**src/rtl/checker_stat_if.sv**
```systemverilog
// Record/FIFO bus between cpu_checker, checker_stat_collector and the host that drains errors.
// Width of err_dout follows STAT_TIMESTAMP_EN (38 bits with timestamp, 6 bits without).
interface checker_stat_if;
`ifdef STAT_TIMESTAMP_EN
    localparam int DOUT_W = 38;
`else
    localparam int DOUT_W = 6;
`endif

    logic [1:0]        format_type;
    logic [3:0]        error_code;
    logic              pop;
    logic [DOUT_W-1:0] err_dout;
    logic              err_empty;
    logic              err_full;

    modport master (
        output format_type, error_code, pop,
        input  err_dout, err_empty, err_full
    );

    modport slave (
        input  format_type, error_code, pop,
        output err_dout, err_empty, err_full
    );
endinterface

```
**src/rtl/checker_stat_collector.sv**
```systemverilog
// Per-type record counters, error-record FIFO (show-ahead) and consecutive-error alarm FSM.
// Optional feature macro STAT_TIMESTAMP_EN adds a 32-bit cycle timestamp to each FIFO entry.
module checker_stat_collector #(
    parameter int CNT_W    = 16,
    parameter int DEPTH    = 8,
    parameter int ALARM_TH = 3
) (
    input  logic             clk,
    input  logic             reset,
    input  logic             clr,
    checker_stat_if.slave    bus,
    output logic [CNT_W-1:0] reg_cnt,
    output logic [CNT_W-1:0] mem_cnt,
    output logic [CNT_W-1:0] err_cnt,
    output logic             overflow,
    output logic [1:0]       alarm_state
);
    localparam int AW = $clog2(DEPTH);
`ifdef STAT_TIMESTAMP_EN
    localparam int DOUT_W = 38;
`else
    localparam int DOUT_W = 6;
`endif
    localparam logic [7:0] ALARM_TH_V = 8'(ALARM_TH);

    typedef enum logic [1:0] {ST_OK = 2'd0, ST_WARN = 2'd1, ST_ALARM = 2'd2} state_t;

    function automatic logic [CNT_W-1:0] sat_inc_cnt(input logic [CNT_W-1:0] v);
        return (&v) ? v : v + 1'b1;
    endfunction

    function automatic logic [7:0] sat_inc_streak(input logic [7:0] v);
        return (&v) ? v : v + 8'd1;
    endfunction

    logic [DOUT_W-1:0] mem [DEPTH];
    logic [AW:0]       wr_ptr_p1, rd_ptr_p1;
    logic [AW:0]       wr_nxt_p0, rd_nxt_p0;
    logic [DOUT_W-1:0] dout_p1, din_p0, head_nxt_p0;
    logic [7:0]        streak_p1, streak_d;
    state_t            state_p1, state_d;
    logic              rec_ev_p0, err_ev_p0, empty_p0, full_p0;
    logic              pop_ok_p0, push_ok_p0, drop_p0, dout_load_p0;
`ifdef STAT_TIMESTAMP_EN
    logic [31:0]       ts_p1;
`endif

    // Stage p0: classify the sampled record and resolve the FIFO handshake
    assign rec_ev_p0  = (bus.format_type == 2'd1) || (bus.format_type == 2'd2);
    assign err_ev_p0  = rec_ev_p0 && (bus.error_code != 4'd0);
    assign empty_p0   = (wr_ptr_p1 == rd_ptr_p1);
    assign full_p0    = (wr_ptr_p1[AW-1:0] == rd_ptr_p1[AW-1:0]) && (wr_ptr_p1[AW] != rd_ptr_p1[AW]);
    assign pop_ok_p0  = bus.pop && !empty_p0;
    assign push_ok_p0 = err_ev_p0 && (!full_p0 || bus.pop);
    assign drop_p0    = err_ev_p0 && full_p0 && !bus.pop;
    assign rd_nxt_p0  = rd_ptr_p1 + {{AW{1'b0}}, pop_ok_p0};
    assign wr_nxt_p0  = wr_ptr_p1 + {{AW{1'b0}}, push_ok_p0};
`ifdef STAT_TIMESTAMP_EN
    assign din_p0     = {ts_p1, bus.format_type, bus.error_code};
`else
    assign din_p0     = {bus.format_type, bus.error_code};
`endif

    // The new head is the incoming entry when it lands at the head slot, else already stored
    assign head_nxt_p0  = (push_ok_p0 && (rd_nxt_p0 == wr_ptr_p1)) ? din_p0 : mem[rd_nxt_p0[AW-1:0]];
    assign dout_load_p0 = (push_ok_p0 || pop_ok_p0) && (rd_nxt_p0 != wr_nxt_p0);

    always_comb begin
        state_d  = state_p1;
        streak_d = streak_p1;
        if (err_ev_p0) begin
            streak_d = sat_inc_streak(streak_p1);
            if (state_p1 != ST_ALARM)
                state_d = (streak_d >= ALARM_TH_V) ? ST_ALARM : ST_WARN;
        end else if (rec_ev_p0) begin
            streak_d = 8'd0;
            if (state_p1 == ST_WARN)
                state_d = ST_OK;
        end
    end

    always_ff @(posedge clk) begin
        if (push_ok_p0)
            mem[wr_ptr_p1[AW-1:0]] <= din_p0;
    end

    // Stage p1: registered counters, pointers, head and FSM state
    always_ff @(posedge clk) begin
        if (reset || clr) begin
            reg_cnt   <= '0;
            mem_cnt   <= '0;
            err_cnt   <= '0;
            overflow  <= 1'b0;
            wr_ptr_p1 <= '0;
            rd_ptr_p1 <= '0;
            dout_p1   <= '0;
            state_p1  <= ST_OK;
            streak_p1 <= 8'd0;
`ifdef STAT_TIMESTAMP_EN
            ts_p1     <= 32'd0;
`endif
        end else begin
            if (bus.format_type == 2'd1) reg_cnt <= sat_inc_cnt(reg_cnt);
            if (bus.format_type == 2'd2) mem_cnt <= sat_inc_cnt(mem_cnt);
            if (err_ev_p0)               err_cnt <= sat_inc_cnt(err_cnt);
            if (drop_p0)                 overflow <= 1'b1;
            if (dout_load_p0)            dout_p1 <= head_nxt_p0;
            wr_ptr_p1 <= wr_nxt_p0;
            rd_ptr_p1 <= rd_nxt_p0;
            state_p1  <= state_d;
            streak_p1 <= streak_d;
`ifdef STAT_TIMESTAMP_EN
            ts_p1     <= ts_p1 + 32'd1;
`endif
        end
    end

    assign bus.err_dout  = dout_p1;
    assign bus.err_empty = empty_p0;
    assign bus.err_full  = full_p0;
    assign alarm_state   = state_p1;
endmodule

```
**src/flat_wrapper.sv**
```systemverilog
// flat-port wrapper written by rule: the top's interface ports become plain ports
module checker_stat_collector_flat 
#(
    parameter int CNT_W    = 16,
    parameter int DEPTH    = 8,
    parameter int ALARM_TH = 3
)
  (clk, reset, clr, reg_cnt, mem_cnt, err_cnt, overflow, alarm_state, bus_format_type, bus_error_code, bus_pop, bus_err_dout, bus_err_empty, bus_err_full);
  checker_stat_if bus_i ();
  input  logic clk;
  input  logic reset;
  input  logic clr;
  output logic [CNT_W-1:0] reg_cnt;
  output logic [CNT_W-1:0] mem_cnt;
  output logic [CNT_W-1:0] err_cnt;
  output logic overflow;
  output logic [1:0] alarm_state;
  input wire logic [$bits(bus_i.format_type)-1:0] bus_format_type;
  input wire logic [$bits(bus_i.error_code)-1:0] bus_error_code;
  input wire logic [$bits(bus_i.pop)-1:0] bus_pop;
  output wire logic [$bits(bus_i.err_dout)-1:0] bus_err_dout;
  output wire logic [$bits(bus_i.err_empty)-1:0] bus_err_empty;
  output wire logic [$bits(bus_i.err_full)-1:0] bus_err_full;
  assign bus_i.format_type = bus_format_type;
  assign bus_i.error_code = bus_error_code;
  assign bus_i.pop = bus_pop;
  assign bus_err_dout = bus_i.err_dout;
  assign bus_err_empty = bus_i.err_empty;
  assign bus_err_full = bus_i.err_full;
  checker_stat_collector #(.CNT_W(CNT_W), .DEPTH(DEPTH), .ALARM_TH(ALARM_TH)) u_core (.clk(clk), .reset(reset), .clr(clr), .bus(bus_i), .reg_cnt(reg_cnt), .mem_cnt(mem_cnt), .err_cnt(err_cnt), .overflow(overflow), .alarm_state(alarm_state));
endmodule
```
**config.mk**
```make
export PLATFORM = sky130hd
export DESIGN_NAME = checker_stat_collector_flat
export DESIGN_NICKNAME = d
export VERILOG_FILES = /design/src/rtl/checker_stat_if.sv /design/src/rtl/checker_stat_collector.sv /design/src/flat_wrapper.sv
export SDC_FILE = /design/constraint.sdc
export NUM_CORES = 1
export LEC_CHECK = 0
export CAP_MARGIN = 25
export CORE_UTILIZATION = 50
export CTS_CLUSTER_DIAMETER = 150
export DETAILED_ROUTE_END_ITERATION = 8
export PLACE_DENSITY = 0.85
export SYNTH_ARGS = -nofsm -noshare
export SYNTH_HDL_FRONTEND = slang
export SYNTH_SLANG_ARGS = --single-unit
```
**constraint.sdc**
```tcl
create_clock -name clk -period 3.13 [get_ports clk]
set_clock_uncertainty 0.05 [all_clocks]
set_input_delay 0.626 -clock clk [delete_from_list [all_inputs] [get_ports clk]]
set_output_delay 0.626 -clock clk [all_outputs]
set_load 0.02 [all_outputs]
```
==> metrics <==
status finished, final reports clean; Die H 107 um; Hold Path Class reg2reg; CP Launch Type flop; total grt overflow 0; top cell type's share of synthesized area 26.6%; Worst path top cell family by delay simple AND/OR/NAND/NOR gates; Initial Utilization 52.3%; TritonCTS Sinks 121; largest net degree at the start of global routing 56; fraction of registers with async set/reset 0%; Avg Cell Area, Syn 10.8 um^2; vias in the first global route 4407; clk slew on worst S/H paths 60 ps; register bit total from synthesis 121; required time worst endpoint 3510 ps; CTS tree yes; post-DP HPWL 8.73 mm; Fillers 782; GRT Total Usage 23.8%; Final Hold Viols 0; r2r startpoint u_core.rd_ptr_p1[1]$_SDFF_PP0_; GPL Wtd Cong 0.856; commonest non-fill, non-tap cell in the layout nor2_1; P_leak 0.00252 uW; crit path kind reg2reg; Syn-to-layout area delta 29.7%; CP bufs+invs 1; first-pass GRT wire length 20.9 mm; worst vdd rail ir drop 0.000411 V; number of synthesized flops with an enable pin 48; post-synthesis cell area 0.00550 mm^2; wire per inst 16.9 um; Yosys top cell by area dfxtp_1; Worst setup EP type flop; worst path cell trace xnor2_1, nand2_1, nor3_2, nor2b_1, ha_1, ha_1, xor2_4, xnor3_1, nor3_1, a211oi_1, buf_4, nor2_4, o2bb2ai_1; RSZ-0062 raised after global routing false; Max-slew headroom 69.4%; Initial DRT Pass Iterations 5; R2R cell count 13; CTS H-tree depth 4; number of antenna violations at the first check in global routing 0; most frequent cells in the layout nor2_1 (74), dfxtp_1 (72), clkdlybuf4s50_1 (68); minimum clock period 2970 ps; Crit path depth 13; fin cells 759; Worst Hold Slack 440 ps; Slew Limit Fails 0; Slowest cell on crit path xnor3_1; Reg area 0.00291 mm^2; register area share after synthesis 52.8%; RR Endpoint u_core.bus.err_dout[3]$_SDFFE_PP0P_; Post-Syn Nets 527; Synth area leaders dfxtp_1 (27%), edfxtp_1 (26%), nor2_1 (5.1%); total die area 0.0114 mm^2; fraction of layout cells with a size suffix above 1 15.4%; crit path DAT 3350 ps; I/O pin count 69; Area after DPL 0.00655 mm^2; period utilization 95.0%; YS warnings 0; crit-path max FO 6; Layout Utilization 67.8%; area of the multi-input gates 0.00247 mm^2; die width 107 um; via-per-instance ratio 5.64; Row Count 37; TritonCTS Buffers 17; via count 4283; Longest Clk Path Bufs 2; nets 630; iteration-0 DRC count of the detailed router 284; Setup violations, final 0; Slew @ Worst Pin 456 ps; Largest stage delay, worst path 350 ps; Post-Place Cells 727; DRC 0; Pwr Density 534 mW/mm^2; Core Area 0.0105 mm^2; IO Port Bufs 68; Mapped Cells 507; clk root buf clkbuf_8; number of unique standard cell types used by synthesis 52; Fmax 336 MHz; diode count 0; Sum Neg Setup Slack 0 ps; R2R setup slack 160 ps; Routed Antenna Nets 0; most frequent CP cell ha_1; crit path to u_core.bus.err_dout[3]$_SDFFE_PP0P_; post-route cell area 0.00713 mm^2; CP Launch Point u_core.rd_ptr_p1[1]$_SDFF_PP0_; final wirelength 12.9 mm; Synth Flop Type dfxtp_1; clk_lat worst skew 520 ps; Max Cap Viol 0
[worst register-to-register path, delay by kind of cell, from the launching register on]
family / cells / cell delay, ps
and+or+nand+nor: 5 / 800
buffers and inverters: 1 / 160
xor gates and xnor gates: 3 / 760
adders and majority gates: 2 / 480
AOI/OAI and AO/OA: 2 / 290
DFF: 1 / 340
[kinds of logic after synthesis]
logic type,after synthesis,synth area share [%]
xor gates and xnor gates,55,9.63
muxes,22,6.74
AOI/OAI and AO/OA,61,7.24
adders and majority gates,10,2.28
buffers and inverters,30,2.50
and+or+nand+nor,208,18.8
DFF,121,52.8
[power breakdown]
group / internal [uW] / total [uW] / switching [uW] / leakage, uW
logic: 133 / 290 / 157 / 0.00122
clock network: 1080 / 1840 / 760 / 0.000274
registers: 1660 / 1680 / 15.8 / 0.00103
total: 2870 / 3810 / 934 / 0.00252
[Yosys cell counts, types with 4 or more instances]
| cell | number |
|---|---|
| nor3_1 | 15 |
| edfxtp_1 | 48 |
| o21ai_0 | 8 |
| xor2_1 | 28 |
| dfxtp_1 | 73 |
| mux4_2 | 12 |
| nand4_1 | 14 |
| or3_1 | 7 |
| clkbuf_1 | 12 |
| and3_1 | 7 |
| buf_2 | 5 |
| o2bb2ai_1 | 6 |
| nand2_1 | 38 |
| inv_1 | 9 |
| xnor2_1 | 23 |
| mux2i_1 | 10 |
| nor2_1 | 74 |
| nand3_1 | 22 |
| a21oi_1 | 19 |
| and2_1 | 5 |
| ha_1 | 10 |
| o21ai_1 | 9 |
| and4_1 | 9 |
| a211oi_1 | 4 |
[stage by stage]
| stage | total power, uW | setup slack, ps |
|---|---|---|
| 2_1_floorplan | 1870 | 21.8 |
| 3_3_place_gp | 1980 | -118 |
| 3_5_place_dp | 1990 | -277 |
| 4_1_cts | 3840 | 100 |
| 5_1_grt | 3940 | 8.75 |
| 6_report | 3810 | 157 |
[area by class of cell]
| type | count | area share (%) |
|---|---|---|
| clock inverters | 15 | 2.18 |
| clock buffers | 17 | 5.81 |
| repair buffers | 104 | 13.7 |
| flip-flops and latches | 121 | 40.8 |
| inverters | 10 | 0.527 |
| well taps | 136 | 2.39 |
| multi-input cells | 356 | 34.6 |
[per-layer routing]
layer  GRT usage (%)  up-vias  share of wire [%]
met2            41.4      161                 52
met3            6.26       31                5.6
met5               0        -                  0
li1                -     2038                  -
met4            11.1        0                2.8
met1            27.2     2053                 40
[how the worst min path moves through the flow]
stage	start	end	cells past startpoint
floorplan	u_core.streak_p1[5]$_SDFFE_PP0P_	u_core.streak_p1[5]$_SDFFE_PP0P_	2
global placement	u_core.bus.err_dout[5]$_SDFFE_PP0P_	u_core.bus.err_dout[5]$_SDFFE_PP0P_	1
detailed placement	u_core.bus.err_dout[1]$_SDFFE_PP0P_	u_core.bus.err_dout[1]$_SDFFE_PP0P_	1
CTS	u_core.bus.err_dout[1]$_SDFFE_PP0P_	u_core.bus.err_dout[1]$_SDFFE_PP0P_	1
global route	u_core.bus.err_dout[2]$_SDFFE_PP0P_	u_core.bus.err_dout[2]$_SDFFE_PP0P_	1
finish	u_core.bus.err_dout[1]$_SDFFE_PP0P_	u_core.bus.err_dout[1]$_SDFFE_PP0P_	1
[what timing repair did]
| item | in CTS | in global routing |
|---|---|---|
| gates resized for setup | 1 | 2 |
| hold buffers | 0 | 0 |
| setup buffers | 0 | 0 |
| setup endpoints to repair | 1 | 4 |
[flip-flops by register name, indices dropped and copies added, names as in the netlist]
name / count
u_core.wr_ptr_p1: 4
u_core.alarm_state: 2
u_core.bus.err_dout: 6
u_core.streak_p1: 8
u_core.mem: 48
u_core.rd_ptr_p1: 4
u_core.err_cnt: 16
u_core.overflow: 1
u_core.reg_cnt: 16
u_core.mem_cnt: 16
Power figures use the tool's default switching activity.
